--- src/rtl/token_noc_arbiter.sv ---
// Time-slot round-robin arbiter sharing one NoC injection port between NUM_REQ
// requesters, with an in-order output FIFO, congestion counter and protocol-error flag.

module token_noc_lane (
  input  logic sel,
  input  logic grant_ok,
  input  logic valid,
  output logic ready,
  output logic err
);
  assign ready = sel & grant_ok;
  assign err   = valid & ~ready;
endmodule

module token_noc_arbiter #(
  parameter int NUM_REQ    = 4,
  parameter int DATA_W     = 32,
  parameter int ADDR_W     = 5,
  parameter int FIFO_DEPTH = 4,
  parameter int CNT_W      = 16
) (
  input  logic                          clock,
  input  logic                          reset,
  input  logic                          enable,
  input  logic [NUM_REQ-1:0]            req_valid,
  input  logic [NUM_REQ*DATA_W-1:0]     req_val,
  input  logic [NUM_REQ*ADDR_W-1:0]     req_addr,
  output logic [NUM_REQ-1:0]            req_ready,
  output logic                          noc_valid,
  output logic [DATA_W-1:0]             noc_val,
  output logic [ADDR_W-1:0]             noc_addr,
  input  logic                          noc_ready,
  output logic [$clog2(FIFO_DEPTH):0]   fifo_level,
  output logic [CNT_W-1:0]              congest_cnt,
  input  logic                          clr_stats,
  output logic                          proto_err
);
  localparam int PW = (NUM_REQ > 1) ? $clog2(NUM_REQ) : 1;
  localparam int AW = $clog2(FIFO_DEPTH);
  localparam int LW = AW + 1;

  typedef struct packed {
    logic [ADDR_W-1:0] addr;
    logic [DATA_W-1:0] val;
  } pkt_t;

  logic [PW-1:0]                    ptr;
  logic [AW-1:0]                    wr_ptr, rd_ptr;
  logic [LW-1:0]                    level;
  pkt_t                             mem [FIFO_DEPTH];
  pkt_t                             head, push_pkt;
  logic [NUM_REQ-1:0][DATA_W-1:0]   val_arr;
  logic [NUM_REQ-1:0][ADDR_W-1:0]   addr_arr;
  logic [NUM_REQ-1:0]               sel_vec, err_vec;
  logic                             grant_ok, push, pop, keep_nz;

  assign val_arr  = req_val;
  assign addr_arr = req_addr;

  // Reset gates the grant so req_ready drops immediately on async assertion.
  assign grant_ok = enable & reset & (level != LW'(FIFO_DEPTH));
  assign sel_vec  = NUM_REQ'(1) << ptr;

  token_noc_lane u_lane [NUM_REQ-1:0] (
    .sel      (sel_vec),
    .grant_ok (grant_ok),
    .valid    (req_valid),
    .ready    (req_ready),
    .err      (err_vec)
  );

  assign push     = |(req_ready & req_valid);
  assign pop      = noc_valid & noc_ready;
  assign push_pkt = '{addr: addr_arr[ptr], val: val_arr[ptr]};

  assign noc_valid  = (level != '0);
  assign noc_val    = head.val;
  assign noc_addr   = head.addr;
  assign fifo_level = level;

  // An older entry survives this edge, so the new head comes from memory;
  // otherwise a push into an emptying FIFO lands straight in the head register.
  assign keep_nz = (level > LW'(1)) | ((level == LW'(1)) & ~pop);

  always_ff @(posedge clock or negedge reset) begin
    if (!reset) begin
      ptr         <= '0;
      wr_ptr      <= '0;
      rd_ptr      <= '0;
      level       <= '0;
      head        <= '0;
      congest_cnt <= '0;
      proto_err   <= 1'b0;
    end else begin
      if (enable) ptr <= (ptr == PW'(NUM_REQ-1)) ? '0 : ptr + PW'(1);
      if (push)   wr_ptr <= wr_ptr + AW'(1);
      if (pop)    rd_ptr <= rd_ptr + AW'(1);
      level <= level + LW'(push) - LW'(pop);
      if (keep_nz)   head <= mem[rd_ptr + AW'(pop)];
      else if (push) head <= push_pkt;
      if (clr_stats) begin
        congest_cnt <= '0;
        proto_err   <= 1'b0;
      end else begin
        if (|err_vec) proto_err <= 1'b1;
        if ((level == LW'(FIFO_DEPTH)) && (congest_cnt != '1))
          congest_cnt <= congest_cnt + CNT_W'(1);
      end
    end
  end

  always_ff @(posedge clock) begin
    if (push) mem[wr_ptr] <= push_pkt;
  end
endmodule
--- config.mk ---
export PLATFORM = sky130hd
export DESIGN_NAME = token_noc_arbiter
export DESIGN_NICKNAME = d
export VERILOG_FILES = /design/src/rtl/token_noc_arbiter.sv
export SDC_FILE = /design/constraint.sdc
export NUM_CORES = 1
export LEC_CHECK = 0
export CORE_MARGIN = 3
export CORE_UTILIZATION = 47
export CTS_BUF_LIST = sky130_fd_sc_hd__clkbuf_4
export DETAILED_ROUTE_END_ITERATION = 10
export PLACE_DENSITY = 0.76
export SLEW_MARGIN = 25
export SYNTH_ARGS = -nofsm -noshare
export SYNTH_HDL_FRONTEND = slang
export SYNTH_HIERARCHICAL = 1
export SYNTH_SLANG_ARGS = --single-unit
--- constraint.sdc ---
create_clock -name clock -period 3.2 [get_ports clock]
set_input_delay 0.64 -clock clock [delete_from_list [all_inputs] [get_ports clock]]
set_output_delay 0.64 -clock clock [all_outputs]
set_load 0.005 [all_outputs]
==> metrics.cfg, run 1 <==
[run_status]
outcome=complete, no violations

[floorplan]
rows=51
fp.dieArea_sq_um=22200
die_w_microns=149
fp.dieH_microns=149
core_sq_um=19800
start_util_pct=48.6
io_pins=219

[worst_setup_path]
cp-end-kind=primary output
crit_path_start=fifo_level[1]$_DFF_PN0_
r2r_setup_slack_ns=0.49
r2r-end=fifo_level[2]$_DFF_PN0_
rr_startpoint=fifo_level[1]$_DFF_PN0_
critPathMaxFanout=8
worstPathRequired_ns=2.56
crit_type=register to primary output
endpoint=req_ready[0]
start_kind=register
r2r_cells=11
arrival_ns=2.41

[min_path]
min_path_type=input port to asynchronous set/reset pin

[synth]
syn_avg_cell_area_sq_um=18.5
syn_area_sq_um=9610
synth_top_family_by_area=multiplexers
muxShareOfSynthArea_pct=26.6
synth-simple-area-share_pct=4.27
synth_adder_area_share_pct=2.03
syn_nets=692
synth_cells=520
synth_warnings=6
ys_seq_area_share_pct=62.7
synthXorXnorAreaFrac_pct=0.456
synth_cell_types=38
synth_compound_area_share_pct=2.27
ys_seq_elements=211

[finish]
drive_gt1_share_pct=33.0
design_area_sq_um=13000
finalNetCount=961
area_growth_pct=35.2
n_fill_cell=1397
antenna_cells=0
fin_util_pct=65.7

[clock_tree]
cts_tree=yes
ctsHtreeMaxLevel=2
clkTransAtPathRegs_ns=0.07
cts_sinks=211
clockBufferDepth=3
clock-root-buffer=clkbuf_4
clk_latency_ns=0.65
cts-buffers-inserted=54

[placed_design]
gp_congestion=0.833
pre_cts_ws_ns=0.135
dp_hpwl_microns=15100
dpl_cell_area_sq_um=12300
io_buffers=218

[global_route]
grt_pass1_vias=6828
grt_overflow_total=0
grt_max_degree=64
antenna_found_initial=0
grt_first_pass_wirelength_microns=36100
track_usage_pct=20.8

[sta]
maxSlewViolCount=0
setup_violations=0
finalCritPeriodShare_pct=95.2
hold_viol_final=0
slew-limit-headroom_pct=47.4
whs_ns=0.140
rsz0062_at_grt=false
setup_tns_ns=0
fmax_mhz=328
setup_ws_ns=0.155
finalCriticalPeriod_ns=3.05
worst_pin_slew_ns=0.786
finClkSkew_ns=0.0354

[routing]
postRouteAntennaNets=0
wire_per_inst_microns=20.5
drc=0
drt_iter0_markers=380
wl_microns=22500
drt-pass1-iter-count=4
vias=5995
via_per_inst=5.47

[job]
cap_viol_max_count=0

[pwr]
cellPowerDensity_nw_per_um2=845
p_leak_uw=0.00462
peakVddDrop_mv=0.527

==> Yosys cell counts <==
| master | count | area, sq um |
|---|---|---|
| a211oi_1 | 1 | 7.51 |
| xnor2_1 | 3 | 26.3 |
| mux2i_1 | 1 | 10.0 |
| a22oi_1 | 2 | 15.0 |
| nand3_1 | 6 | 30.0 |
| clkbuf_1 | 7 | 26.3 |
| and2_1 | 10 | 62.6 |
| nor4b_4 | 1 | 23.8 |
| and4_1 | 2 | 17.5 |
| o31ai_1 | 6 | 45.0 |
| a41oi_1 | 1 | 8.76 |
| fa_1 | 1 | 20.0 |
| buf_4 | 3 | 22.5 |
| buf_6 | 2 | 22.5 |
| a21boi_1 | 4 | 30.0 |
| nand4_1 | 4 | 25.0 |
| nor4b_1 | 1 | 8.76 |
| nor2_1 | 10 | 37.5 |
| buf_2 | 10 | 50.1 |
| nor2b_1 | 4 | 25.0 |
| or3_1 | 7 | 43.8 |
| dfrtp_1 | 63 | 1580 |
| o21ai_0 | 8 | 40.0 |
| nor3_1 | 3 | 15.0 |
| a21oi_1 | 11 | 55.1 |
| nand2b_1 | 2 | 12.5 |
| a32oi_2 | 1 | 16.3 |
| or4_1 | 5 | 37.5 |
| buf_1 | 2 | 7.51 |
| inv_1 | 10 | 37.5 |
| xor2_1 | 2 | 17.5 |
| mux4_2 | 74 | 1670 |
| edfxtp_1 | 148 | 4440 |
| mux2_2 | 78 | 878 |
| ha_1 | 14 | 175 |
| nand2_1 | 9 | 33.8 |
| and3_1 | 3 | 18.8 |
| nor3b_4 | 1 | 18.8 |
==> final cells by class <==
cell class / instances / area [sq um] / area share [%]
Tap cell: 265 / 332 / 2.55
Multi-Input combinational cell: 275 / 3480 / 26.8
Inverter: 10 / 37.5 / 0.289
Timing Repair Buffer: 237 / 2430 / 18.7
Clock inverter: 13 / 50.0 / 0.385
Clock buffer: 85 / 638 / 4.91
Sequential cell: 211 / 6030 / 46.4
==> worst min path at each step <==
stage	cells after the start	endpoint	slack [ns]
final	2	noc_addr[0]$_DFFE_PN0P_	0.14
after global routing	2	noc_addr[0]$_DFFE_PN0P_	0.13
after CTS	2	noc_addr[0]$_DFFE_PN0P_	0.24
after detailed placement	2	proto_err$_DFFE_PN0P_	0.53
after global placement	2	proto_err$_DFFE_PN0P_	0.53
after floorplan	0	congest_cnt[0]$_DFFE_PN0P_	0.34
==> critical path: stages, from the launching register on <==
cell             delay (ns)
dfrtp_2                0.45
or3_4                  0.40
and3_2                 0.27
and2_1                 0.17
clkdlybuf4s50_1        0.47
==> registers in the layout, indices dropped and copies added, names as in the netlist <==
register	count
mem	148
noc_val	32
congest_cnt	16
noc_addr	5
fifo_level	3
ptr	2
rd_ptr	2
wr_ptr	2
proto_err	1
==> power by group <==
| part | internal [uW] | switching, uW | total, uW | leakage [uW] |
|---|---|---|---|---|
| Clock | 1200 | 1030 | 2230 | 0.000414 |
| Sequential | 3730 | 288 | 4020 | 0.00210 |
| Combinational | 2750 | 1980 | 4730 | 0.00210 |
==> metrics by stage <==
stage                     total power [uW]  instances
after floorplan                       7040        520
after global placement                8670        997
after detailed placement              8850        997
after global routing                 11700       1096
final                                11000       1096
after CTS                            11100       1096
==> timing repair <==
action | CTS | global route
cloned | 0 | 0
gates resized for setup | 1 | 3
buffers inserted | 1 | 0
endpoints found under the setup margin | 4 | 4
hold buffers | 0 | 0
==> cells by family after synthesis <==
group,after synthesis
flip-flops,211
multiplexers,153
AND/OR/NAND/NOR,68
AO/OA/AOI/OAI,34
buffers and inverters,34
adder cells (fa/ha/maj),15
XOR/XNOR,5
==> placed cells by master, fill, tap and decap left out, types with 5 or more instances in the layout <==
| master | netlist | final |
|---|---|---|
| dfrtp_1 | 63 | 59 |
| inv_1 | 10 | 10 |
| clkinv_1 | 0 | 12 |
| mux4_2 | 74 | 74 |
| ha_1 | 14 | 13 |
| clkdlybuf4s50_1 | 0 | 217 |
| nor2_1 | 10 | 10 |
| buf_12 | 0 | 8 |
| mux2_2 | 78 | 78 |
| buf_4 | 3 | 11 |
| or3_1 | 7 | 6 |
| nand3_1 | 6 | 6 |
| nand2_1 | 9 | 8 |
| edfxtp_1 | 148 | 148 |
| a21oi_1 | 11 | 11 |
| o21ai_0 | 8 | 8 |
| clkbuf_4 | 0 | 85 |
| and2_1 | 10 | 6 |
| or4_1 | 5 | 5 |
| o31ai_1 | 6 | 6 |
==> metal layers <==
layer | wire, microns | up-vias | GRT usage [%] | share of wire, %
met5 | 0 | - | 0 | 0
met4 | 306 | 0 | 6.09 | 1.4
met3 | 1450 | 26 | 6.26 | 6.4
met2 | 11800 | 199 | 35.8 | 52
met1 | 8990 | 3087 | 25.7 | 40
li1 | - | 2683 | - | -
(Power assumes the default switching activity.)
==> inputs of run 2 (changes only) <==
- CTS_CLUSTER_SIZE: default -> 10
==> metrics.cfg, run 2 (synthesized netlist as in run 1, its figures left out) <==
[run_status]
outcome=complete, no violations

[sta]
setup_tns_ns=0  ; unchanged
finalCriticalPeriod_ns=3.06  ; +0.0170 ns
hold_viol_final=0  ; unchanged
fmax_mhz=327  ; -0.55%
finalCritPeriodShare_pct=95.7  ; +0.53 points
rsz0062_at_grt=false
worst_pin_slew_ns=0.792  ; +0.00611 ns
slew-limit-headroom_pct=47.0  ; -0.41 points
maxSlewViolCount=0  ; unchanged
finClkSkew_ns=0.0240  ; -0.0114 ns
setup_violations=0  ; unchanged

[finish]
area_growth_pct=34.9
finalNetCount=960  ; -0.10%
layout_commonest_cell=clkdlybuf4s50_1
antenna_cells=0  ; unchanged
drive_gt1_share_pct=32.9  ; -0.081 points
largest_reg_flops=148  ; unchanged
regMostFlops=mem
fin_util_pct=65.5  ; -0.13 points
final_cell_mix=clkdlybuf4s50_1, edfxtp_1, mux2_2, clkbuf_4, mux4_2

[global_route]
track_usage_pct=21.0  ; +0.16 points
grt_overflow_total=0  ; unchanged
grt_first_pass_wirelength_microns=36300  ; +0.63%
grt_max_degree=64  ; unchanged
antenna_found_initial=0  ; unchanged
grt_pass1_vias=6850  ; +0.32%

[routing]
drc=0  ; unchanged
wl_microns=22700  ; +0.84%
drt_iter0_markers=383  ; +0.79%
vias=6062  ; +1.1%
via_per_inst=5.54  ; +1.2%
postRouteAntennaNets=0  ; unchanged
drt-pass1-iter-count=4  ; unchanged
wire_per_inst_microns=20.7  ; +0.93%

[pwr]
peakVddDrop_mv=0.522  ; -0.85%
cellPowerDensity_nw_per_um2=844  ; -0.14%
p_leak_uw=0.00461  ; -0.20%
power.total_uw=10900  ; -0.34%

[worst_setup_path]
cp-end-kind=primary output
critPathMaxFanout=8  ; unchanged
r2r_cells=11  ; unchanged
arrival_ns=2.42  ; about the same
crit_type=register to primary output
start_kind=register
worstPathRequired_ns=2.56  ; about the same

[placed_design]
io_buffers=218  ; unchanged
gp_congestion=0.833  ; unchanged
dp_hpwl_microns=15100  ; unchanged

[job]
cap_viol_max_count=0  ; unchanged

[floorplan]
io_pins=219  ; unchanged
core_sq_um=19800  ; unchanged
fp.dieArea_sq_um=22200  ; unchanged
start_util_pct=48.6  ; unchanged
fp.dieH_microns=149  ; unchanged
rows=51  ; unchanged
die_w_microns=149  ; unchanged

[clock_tree]
clock-root-buffer=clkbuf_4
holdBufCountCts=0  ; unchanged
clkTransAtPathRegs_ns=0.07  ; about the same
cts_sinks=211  ; unchanged
cts-buffers-inserted=53  ; -1.9%
clk_latency_ns=0.65  ; about the same
cts_tree=yes
clockBufferDepth=3  ; unchanged
ctsHtreeMaxLevel=2  ; unchanged

[min_path]
min_path_type=input port to asynchronous set/reset pin

[run 2: stage by stage]
step / area [sq um] / std cells / setup WS (ns) / hold slack (ns)
floorplan: 9610 / 520 / 0.0334 / 0.344
global placement: 12300 / 997 / 0.246 / 0.528
detailed placement: 12300 / 997 / 0.135 / 0.527
CTS: 12900 / 1095 / 0.00982 / 0.252
global route: 13000 / 1095 / 0.0226 / 0.150
finish: 13000 / 1095 / 0.138 / 0.115
[run 2: what timing repair did]
action	4_1_cts	5_1_grt
resized for setup	1	3
setup endpoints to repair	4	4
pin swaps	0	0
buffers inserted	1	0
[run 2: routing by layer]
layer	vias to the layer above	global-route usage, %	wire [microns]
li1	2686	-	-
met1	3101	25.7	8940
met2	234	36.1	11700
met3	41	5.50	1570
met4	0	7.51	454
met5	-	0	0
[run 2: worst paths after layout]
path | start | end | slack (ns)
max | fifo_level[1]$_DFF_PN0_ | req_ready[0] | 0.14
min | reset | congest_cnt[13]$_DFFE_PN0P_ | 0.12
max reg2reg | fifo_level[1]$_DFF_PN0_ | fifo_level[2]$_DFF_PN0_ | 0.49
min reg2reg | proto_err$_DFFE_PN0P_ | proto_err$_DFFE_PN0P_ | 0.54
max in group asynchronous | reset | ptr[0]$_DFFE_PN0P_ | 2.57
min in group clock | proto_err$_DFFE_PN0P_ | proto_err$_DFFE_PN0P_ | 0.54
[run 2: power by group]
group	switching, uW	internal (uW)	leakage (uW)
combinational	1990	2750	0.00210
clock	1070	1110	0.000405
sequential	287	3730	0.00210
total	3350	7590	0.00461
[run 2: area by class of cell]
class | count | area (sq um)
clock inverters | 20 | 83.8
fillers | 1409 | 6820
repair buffers | 237 | 2430
multi-input cells | 275 | 3480
inverters | 10 | 37.5
flip-flops and latches | 211 | 6030
well taps | 265 | 332
clock buffers | 77 | 578
[run 2: worst max-delay path, stage by stage, from the launching register on]
cell,delay [ns]
dfrtp_2,0.45
or3_4,0.40
and3_2,0.28
and2_1,0.17
clkdlybuf4s50_1,0.47
==> inputs of run 3 (changes only) <==
- SETUP_SLACK_MARGIN: default -> 0.2
==> metrics.cfg, run 3 (synthesized netlist as in run 1, its figures left out) <==
[routing]
via_per_inst=5.51  ; -0.41%
postRouteAntennaNets=0  ; unchanged
wl_microns=23400  ; +2.9%
wire_per_inst_microns=21.2  ; +2.2%
drt_iter0_markers=305  ; -20%
drc=0  ; unchanged
drt-pass1-iter-count=4  ; unchanged
vias=6076  ; +0.23%

[global_route]
grt_first_pass_wirelength_microns=37000  ; +1.8%
grt_overflow_total=0  ; unchanged
antenna_found_initial=1  ; +1
grt_pass1_vias=6826  ; -0.35%
track_usage_pct=21.5  ; +0.56 points
grt_max_degree=64  ; unchanged

[clock_tree]
clkTransAtPathRegs_ns=0.07  ; about the same
clk_latency_ns=0.64  ; about the same
cts_tree=yes
holdBufCountCts=0  ; unchanged
ctsHtreeMaxLevel=2  ; unchanged
clockBufferDepth=3  ; unchanged
cts-buffers-inserted=54  ; +1.9%
clock-root-buffer=clkbuf_4
cts_sinks=211  ; unchanged

[worst_setup_path]
worstPathRequired_ns=3.69  ; +1.13 ns
arrival_ns=3.24  ; +0.82 ns
critPathMaxFanout=11  ; +3
start_kind=register
cp-end-kind=register
crit_type=register to register

[job]
cap_viol_max_count=0  ; unchanged

[placed_design]
gp_congestion=0.803  ; -3.7%
io_buffers=218  ; unchanged
pre_cts_ws_ns=0.106  ; -0.0292 ns
dp_hpwl_microns=15600  ; +3.2%

[sta]
worst_pin_slew_ns=0.911  ; +0.119 ns
finalCriticalPeriod_ns=2.74  ; -0.317 ns
finClkSkew_ns=0.0358  ; +0.0119 ns
setup_violations=0  ; unchanged
slew-limit-headroom_pct=39.2  ; -7.8 points
maxSlewViolCount=0  ; unchanged
fmax_mhz=364  ; +12%
setup_ws_ns=0.455  ; +0.317 ns
finalCritPeriodShare_pct=85.8  ; -9.9 points
hold_viol_final=0  ; unchanged
rsz0062_at_grt=false
setup_tns_ns=0  ; unchanged

[floorplan]
rows=51  ; unchanged
core_sq_um=19800  ; unchanged
fp.dieArea_sq_um=22200  ; unchanged
start_util_pct=48.6  ; unchanged
die_w_microns=149  ; unchanged
fp.dieH_microns=149  ; unchanged
io_pins=219  ; unchanged

[finish]
n_fill_cell=1412  ; +0.21%
layout_commonest_cell=clkdlybuf4s50_1
finalNetCount=963  ; +0.31%
largest_reg_flops=148  ; unchanged
area_growth_pct=35.5
drive_gt1_share_pct=33.4  ; +0.48 points
regMostFlops=mem
final_cell_mix=clkdlybuf4s50_1, edfxtp_1, clkbuf_4, mux2_2, mux4_2

[run_status]
outcome=complete, no violations

[min_path]
min_path_type=input port to asynchronous set/reset pin

[pwr]
peakVddDrop_mv=0.550  ; +5.3%
cellPowerDensity_nw_per_um2=849  ; +0.60%
p_leak_uw=0.00470  ; +2.1%

-- run 3: cell types whose count changed in the layout (fill, tap and decap cells not counted), sizes merged --
cell	previous run	this run
buf	20	22
clkdlybuf4s50	217	213
clkinv	19	13
clkbuf	77	87
dlymetal6s2s	0	4
diode	0	1
-- run 3: final cells by class --
cell class,count,area [sq um],area share [%]
Antenna cell,1,2.50,0.0192
Inverter,10,37.5,0.288
Clock buffer,87,653,5.02
Tap cell,265,332,2.55
Timing Repair Buffer,239,2430,18.7
Clock inverter,14,53.8,0.413
Sequential cell,211,6030,46.3
Multi-Input combinational cell,275,3480,26.7
-- run 3: metal layers --
metal,global-route usage [%],vias up,part of all wire (%)
met3,6.14,32,7.0
met1,26.8,3120,39
met2,37.6,226,53
met5,0,-,0
met4,5.13,0,1.3
li1,-,2698,-
-- run 3: worst paths after layout --
path | depth (start not counted) | slack [ns] | endpoint | startpoint
worst max-delay path | 7 | 0.46 | noc_val[29]$_DFFE_PN0P_ | fifo_level[1]$_DFF_PN0_
worst min-delay path | 2 | 0.24 | ptr[0]$_DFFE_PN0P_ | reset
worst max register to register | 7 | 0.46 | noc_val[29]$_DFFE_PN0P_ | fifo_level[1]$_DFF_PN0_
worst min register to register | 2 | 0.55 | proto_err$_DFFE_PN0P_ | proto_err$_DFFE_PN0P_
max in group asynchronous | 2 | 2.33 | fifo_level[1]$_DFF_PN0_ | reset
min in group clock | 2 | 0.55 | proto_err$_DFFE_PN0P_ | proto_err$_DFFE_PN0P_
-- run 3: power breakdown --
group	switching, uW	leakage (uW)	internal [uW]
registers	259	0.00210	3730
clock network	1050	0.000427	1230
logic	2060	0.00217	2720
-- run 3: worst max-delay path, stage by stage (launching register included) --
cell     delay [ns]
dfrtp_2        0.42
buf_4          0.16
or3_1          0.38
and2_1         0.26
ha_4           0.32
buf_4          0.25
mux4_2         0.54
mux2_2         0.28
-- run 3: per-stage QoR --
stage / cells / hold slack [ns] / utilization (%) / area [sq um] / total power [uW]
after floorplan: 520 / 0.344 / - / 9610 / 7040
after global placement: 997 / 0.523 / 62.0 / 12300 / 8670
after detailed placement: 997 / 0.537 / 62.0 / 12300 / 8860
after CTS: 1101 / 0.225 / 65.8 / 13000 / 11200
after global routing: 1102 / 0.234 / 65.8 / 13000 / 11700
final: 1102 / 0.240 / 65.8 / 13000 / 11100
-- run 3: what timing repair did --
item / in CTS / in global routing
gates resized for setup: 5 / 4
pin swaps: 0 / 1
buffers inserted: 3 / 0
setup endpoints to repair: 4 / 4
